**config.mk**
```make
export PLATFORM = sky130hd
export DESIGN_NAME = pingpong_bram
export DESIGN_NICKNAME = d
export VERILOG_FILES = /design/src/rtl/pingpong_bram_pkg.sv /design/src/rtl/bram_bank.sv /design/src/rtl/pingpong_bram.sv
export SDC_FILE = /design/constraint.sdc
export NUM_CORES = 2
export LEC_CHECK = 0
export ABC_AREA = 1
export BUFFER_PORTS_ARGS = -buffer_cell sky130_fd_sc_hd__buf_2
export CELL_PAD_IN_SITES_DETAIL_PLACEMENT = 0
export CELL_PAD_IN_SITES_GLOBAL_PLACEMENT = 1
export CORE_ASPECT_RATIO = 1.5
export CORE_UTILIZATION = 25
export DETAILED_ROUTE_END_ITERATION = 8
export PLACE_DENSITY_LB_ADDON = 0.05
export SLEW_MARGIN = 30
export SYNTH_ARGS = -nofsm -noshare
export SYNTH_HDL_FRONTEND = slang
export SYNTH_HIERARCHICAL = 1
export SYNTH_SLANG_ARGS = --single-unit
```
**constraint.sdc**
```tcl
create_clock -name clk -period 11.8 [get_ports clk]
set_clock_uncertainty 0.05 [all_clocks]
set_input_delay 2.36 -clock clk [delete_from_list [all_inputs] [get_ports clk]]
set_output_delay 2.36 -clock clk [all_outputs]
set_load 0.03 [all_outputs]
```
**src/rtl/pingpong_bram_pkg.sv**
```systemverilog
// pingpong_bram_pkg: FSM states, bank indices and read latency for pingpong_bram (READ_PIPE_EN adds a pipeline stage)
package pingpong_bram_pkg;
  typedef enum logic [1:0] {CLEAR_ALL = 2'd0, IDLE = 2'd1, CLEAR_WR = 2'd2} state_t;
  localparam logic BANK0 = 1'b0;
  localparam logic BANK1 = 1'b1;
`ifdef READ_PIPE_EN
  localparam int READ_LATENCY = 2;
`else
  localparam int READ_LATENCY = 1;
`endif
endpackage

```
**src/rtl/bram_bank.sv**
```systemverilog
// bram_bank: simple dual-port memory bank with synchronous registered read, no reset on the array or read register
module bram_bank #(
  parameter int DATA_WIDTH = 8,
  parameter int DEPTH      = 200,
  parameter int ADDR_WIDTH = 8
) (
  input  logic                  clk,
  input  logic                  we,
  input  logic [ADDR_WIDTH-1:0] waddr,
  input  logic [DATA_WIDTH-1:0] wdata,
  input  logic                  re,
  input  logic [ADDR_WIDTH-1:0] raddr,
  output logic [DATA_WIDTH-1:0] rdata
);
  logic [DATA_WIDTH-1:0] mem [DEPTH];
  always_ff @(posedge clk) begin
    if (we) mem[waddr] <= wdata;
    if (re) rdata <= mem[raddr];
  end
endmodule

```
**src/rtl/pingpong_bram.sv**
```systemverilog
// pingpong_bram: double-buffered grid memory with bank swap and zero-clear sweeps.
// Define READ_PIPE_EN for a second output register (read latency 2).
module pingpong_bram
  import pingpong_bram_pkg::*;
#(
  parameter int DATA_WIDTH = 8,
  parameter int DEPTH      = 200,
  parameter int ADDR_WIDTH = 8
) (
  input  logic                  clk,
  input  logic                  reset,
  input  logic [ADDR_WIDTH-1:0] write_addr,
  input  logic                  write_enable,
  input  logic [DATA_WIDTH-1:0] write_data,
  input  logic [ADDR_WIDTH-1:0] read_addr,
  input  logic                  read_enable,
  output logic [DATA_WIDTH-1:0] read_data,
  output logic                  read_valid,
  input  logic                  swap_req,
  input  logic                  clear_req,
  output logic                  swap_done,
  output logic                  busy,
  output logic                  active_bank
);
  localparam logic [ADDR_WIDTH-1:0] LAST = ADDR_WIDTH'(DEPTH - 1);
  state_t state;
  logic [ADDR_WIDTH-1:0] cnt, waddr;
  logic [DATA_WIDTH-1:0] wdata, q0, q1, d1;
  logic [1:0] we, re;
  logic pend, wr_ok, rd_ok, swap_now, rd_sel, rd_hit, v1;
  assign busy     = state != IDLE;
  assign wr_ok    = write_enable && !busy && 32'(write_addr) < DEPTH;
  assign rd_ok    = 32'(read_addr) < DEPTH;
  assign swap_now = !busy && (swap_req || pend);
  assign waddr    = busy ? cnt : write_addr;
  assign wdata    = busy ? '0 : write_data;
  // CLEAR_ALL hits both banks; everything else targets only the write bank
  assign we[BANK0] = state == CLEAR_ALL || ((busy || wr_ok) && active_bank != BANK0);
  assign we[BANK1] = state == CLEAR_ALL || ((busy || wr_ok) && active_bank != BANK1);
  assign re[BANK0] = read_enable && rd_ok && active_bank == BANK0;
  assign re[BANK1] = read_enable && rd_ok && active_bank == BANK1;
  bram_bank #(.DATA_WIDTH(DATA_WIDTH), .DEPTH(DEPTH), .ADDR_WIDTH(ADDR_WIDTH)) u_bank0 (
    .clk(clk), .we(we[BANK0]), .waddr(waddr), .wdata(wdata),
    .re(re[BANK0]), .raddr(read_addr), .rdata(q0)
  );
  bram_bank #(.DATA_WIDTH(DATA_WIDTH), .DEPTH(DEPTH), .ADDR_WIDTH(ADDR_WIDTH)) u_bank1 (
    .clk(clk), .we(we[BANK1]), .waddr(waddr), .wdata(wdata),
    .re(re[BANK1]), .raddr(read_addr), .rdata(q1)
  );
  // rd_hit gates the non-reset bank registers so read_data is 0 after reset and for out-of-range reads
  assign d1 = rd_hit ? (rd_sel ? q1 : q0) : '0;
  always_ff @(posedge clk or posedge reset) begin
    if (reset) begin
      state       <= CLEAR_ALL;
      cnt         <= '0;
      pend        <= 1'b0;
      active_bank <= BANK0;
      swap_done   <= 1'b0;
      rd_sel      <= 1'b0;
      rd_hit      <= 1'b0;
      v1          <= 1'b0;
    end else begin
      swap_done <= swap_now;
      pend      <= busy && (pend || swap_req);
      v1        <= read_enable;
      if (swap_now) active_bank <= ~active_bank;
      if (read_enable) begin
        rd_sel <= active_bank;
        rd_hit <= rd_ok;
      end
      if (busy) begin
        cnt   <= cnt == LAST ? '0 : cnt + 1'b1;
        state <= cnt == LAST ? IDLE : state;
      end else if (clear_req) state <= CLEAR_WR;
    end
  end
  if (READ_LATENCY > 1) begin : g_pipe
    logic [DATA_WIDTH-1:0] d2;
    logic v2;
    always_ff @(posedge clk or posedge reset) begin
      if (reset) begin
        d2 <= '0;
        v2 <= 1'b0;
      end else begin
        d2 <= d1;
        v2 <= v1;
      end
    end
    assign read_data  = d2;
    assign read_valid = v2;
  end else begin : g_direct
    assign read_data  = d1;
    assign read_valid = v1;
  end
endmodule
```
==> impl_results.md <==
* Initial core utilization at between 20% and 30%
* CTS sink count at between 3,000 and 4,000
* Actual slew at the worst max-slew pin at between 1 and 1.5 ns
* Routing usage on met2 at 34.7%
* Average via count per standard cell at 4.64
* Final HPWL from detailed placement at 292,000 µm
* Synthesized Nets at ~11,000
* Number of nets in the finished design at approximately 11,000
* Cell family with the largest share of critical-path delay: buffers and inverters
* Number of pins with negative max-slew slack in the final report at 0
* Pwr per Cell Area at ~170 nW/µm²
* Post-CTS resize count at 0
* Worst skew pair latency at 1.00 ns
* Normalized max-slew margin at 17.6%
* Total wire length at roughly 500,000 µm
* Clock tree from TritonCTS: yes
* Area overhead of the layout relative to synthesis at 14.2%
* Met3 track demand over resource in global routing at ~1.9%
* Routability Congestion at about 0.76
* Cell mode on critical path: nand3_1
* Summed instance area of the synthesized netlist at about 130,000 µm²
* Path type of the worst setup path: in -> reg
* Logic gate share of total power at 5.1%
* Fraction of layout cells with a size suffix above 1 at between 7 and 8%
* Cell internal pwr at ~19 mW
* WP data required at between 10 and 15 ns
* Die width at between 500 and 600 µm
* Number of nets with antenna violations after routing at 0
* Portion of the clock cycle consumed by the worst path in the final layout at between 50% and 60%
* Count of input and output buffers at 41
* Most common flop cell mapped by yosys: edfxtp_1
* Setup repair bufs after CTS at 0
* Most Crowded Layer GR: met2
* Worst Reg-to-Reg Cells at 8
* Global-route wire length before repair at 699,000 µm
* Cell leakage power at slightly above 50 nW
* Share of total power in the clock network at between 40 and 50%
* Critical path buffers and inverters at 5
* Hold depth at 2
* Overall power at 25.0 mW
* RSZ-0062 raised after global routing: false
* Core box area at 526,000 µm²
* CP Capture Type: flip-flop
* Switching power of the nets at between 5 and 6 mW
* Total Neg Setup Slack at 0 ns
* Async set or reset register ratio after synthesis at less than 1%
* CP Cell Sequence: buf_8 -> buf_12 -> inv_8 -> buf_4 -> buf_4 -> nand3_1 -> nand3_1 -> nand3_1 -> nand3_1 -> nand2_1 -> nand2_1 -> nand3_1 -> nand3_1 -> nand2_1
* Number of buffers created by CTS at around 360
* Gr ovfl total at 0
* Synth Warn # at 6
* DRC violation count after routing at 0
* Clock transition at the registers of the reported paths at about 0.060 ns
* Register share of total power at between 40% and 50%
* Most used standard cell by instance count after synthesis: nand2_1
* Run status: finished, final reports clean
* Number of setup violations in the final report at 0
* Boundary pin count at 42
* Pin count of the biggest net entering global routing at about 180
* First-pass detailed-route iteration total at 5
* Most instantiated cells after synthesis: nand2_1 (3,596), edfxtp_1 (3,216), nand3_1 (2,899), nor2_1 (520), buf_2 (400)
* Height of the chip at 892 µm
* Die Footprint at roughly 530,000 µm²
* Sequential cell area fraction in the yosys report at 73.4%
* H-tree depth reported by CTS at 5
* Clock root buffer master: clkbuf_16
* Critical path startpoint category: primary input
* Max FO, Critical Path at between 80 and 90
* Post-synth top area share at approximately three quarters
* Slowest cell on the critical path: buf_4
* Synthesized flop and latch total at between 3,000 and 4,000
* Net switching fraction of the power at around a quarter
* Final number of hold-violating endpoints at 0
* Number of hold-repair buffers added at the cts stage at 0
* Antenna violations before repair at 28
* Number of placement rows at approximately 330
* Number of violations reported at the end of detailed-routing iteration 0 at 5,644
* Number of flops mapped to enable cells by yosys at around 3,200
* Max-cap violation count at 0
* Met1 usage in global routing at between 20% and 30%
* Setup slack of the worst register-to-register path at between 6 and 7 ns
* Shortest clock period the worst path allows after layout at 6.27 ns
* Max Fclk at 0.159 GHz
* Peak supply drop at roughly 0.12 mV
* Overall track demand over capacity in global routing at between 15 and 20%
* Leading cell types by total area after synthesis: edfxtp_1 (73%), nand3_1 (11%), nand2_1 (10%)
* Unique cell type count in the Yosys netlist at 26
* Via count at 84,800
* Hold WC Path Type: reg -> reg
* Delay of the slowest cell on the worst path at 0.73 ns
* Count of mapped cells out of synthesis at between 10,000 and 15,000
* Longest Clk Path Bufs at 4
* Number of gates on the worst path with buffers counted at 14
* Via count of the first global-routing pass at around 86,000
* Mean instance size in the synthesized netlist at 11.7 µm²
* Synth area leader: edfxtp_1
* Wire per inst at around 27 µm
* Endpoint arrival time on the critical path at between 6 and 7 ns
cell families after synthesis:
group                    after synthesis  share of synthesized area (%)
AO/OA/AOI/OAI                        120                          0.487
XOR/XNOR                               4                         0.0265
adder cells (fa/ha/maj)                1                        0.00947
buffers and inverters                836                           3.21
flip-flops                          3232                           73.4
AND/OR/NAND/NOR                     7047                           22.8
state kept, by name, indices dropped and copies added (netlist names), 2 cells and up:
signal,count
u_bank0/mem,1600
u_bank1/mem,1600
cnt,8
u_bank0/rdata,8
u_bank1/rdata,8
state,2
routing by layer:
metal / share of wire, % / vias up
met5: 0 / -
met4: 3.4 / 0
met3: 3.0 / 571
met2: 54 / 1500
met1: 40 / 43400
li1: - / 39400
layout by cell type (no fill, tap or decap), types with 11 or more instances in the layout:
cell,count
clkbuf_1,72
nand4_1,11
clkinv_2,60
dfrtp_1,16
o21ai_0,77
nand2_1,3585
buf_12,30
edfxtp_1,3216
clkbuf_16,364
o22ai_1,34
clkinv_1,83
bufinv_16,33
nand3_1,2891
nor2_2,51
inv_1,71
buf_4,165
nor3_1,12
nor2_1,462
buf_2,35
worst paths after layout:
path,startpoint,endpoint
min,pend,pend
min reg2reg,pend,pend
max reg2reg,state[0],u_bank1/mem[69][6]
max in group asynchronous,reset,rd_hit
max,read_addr[1],u_bank1/rdata[5]
min in group asynchronous,reset,read_valid
stage by stage:
stage / setup slack (ns) / hold WS, ns / cell area, µm² / util, % / std cells
3_5_place_dp: 4.45 / 0.446 / 139000 / 26.5 / 17600
2_1_floorplan: -1.81 / 0.419 / 132000 / - / 11200
6_report: 5.53 / 0.461 / 151000 / 28.7 / 18300
3_3_place_gp: 4.43 / 0.433 / 139000 / 26.5 / 17600
4_1_cts: 5.58 / 0.460 / 151000 / 28.7 / 18300
5_1_grt: 5.50 / 0.530 / 151000 / 28.7 / 18300
power by group through the flow:
stage	registers (mW)	clock network, mW	logic [mW]
6_report	12.4	11.2	1.29
5_1_grt	12.4	12.0	1.41
4_1_cts	12.4	11.6	1.34
3_5_place_dp	12.7	0	1.34
3_3_place_gp	12.7	0	1.35
2_1_floorplan	12.7	0	0.779
final cells by class:
| cell class | count | area (µm²) |
|---|---|---|
| Antenna cell | 10 | 25.0 |
| Clock buffer | 438 | 9410 |
| Clock inverter | 206 | 2010 |
| Fill cell | 53700 | 375000 |
| Inverter | 85 | 387 |
| Multi-Input combinational cell | 7172 | 31200 |
| Sequential cell | 3232 | 97000 |
| Tap cell | 6888 | 8620 |
| Timing Repair Buffer | 242 | 2210 |
worst min-delay path: cells and delay by family, from the launching register on:
kind             cells  cell delay [ns]
flip-flops           1             0.34
AND/OR/NAND/NOR      2             0.13
No activity file was read; power rests on OpenSTA's default activity.
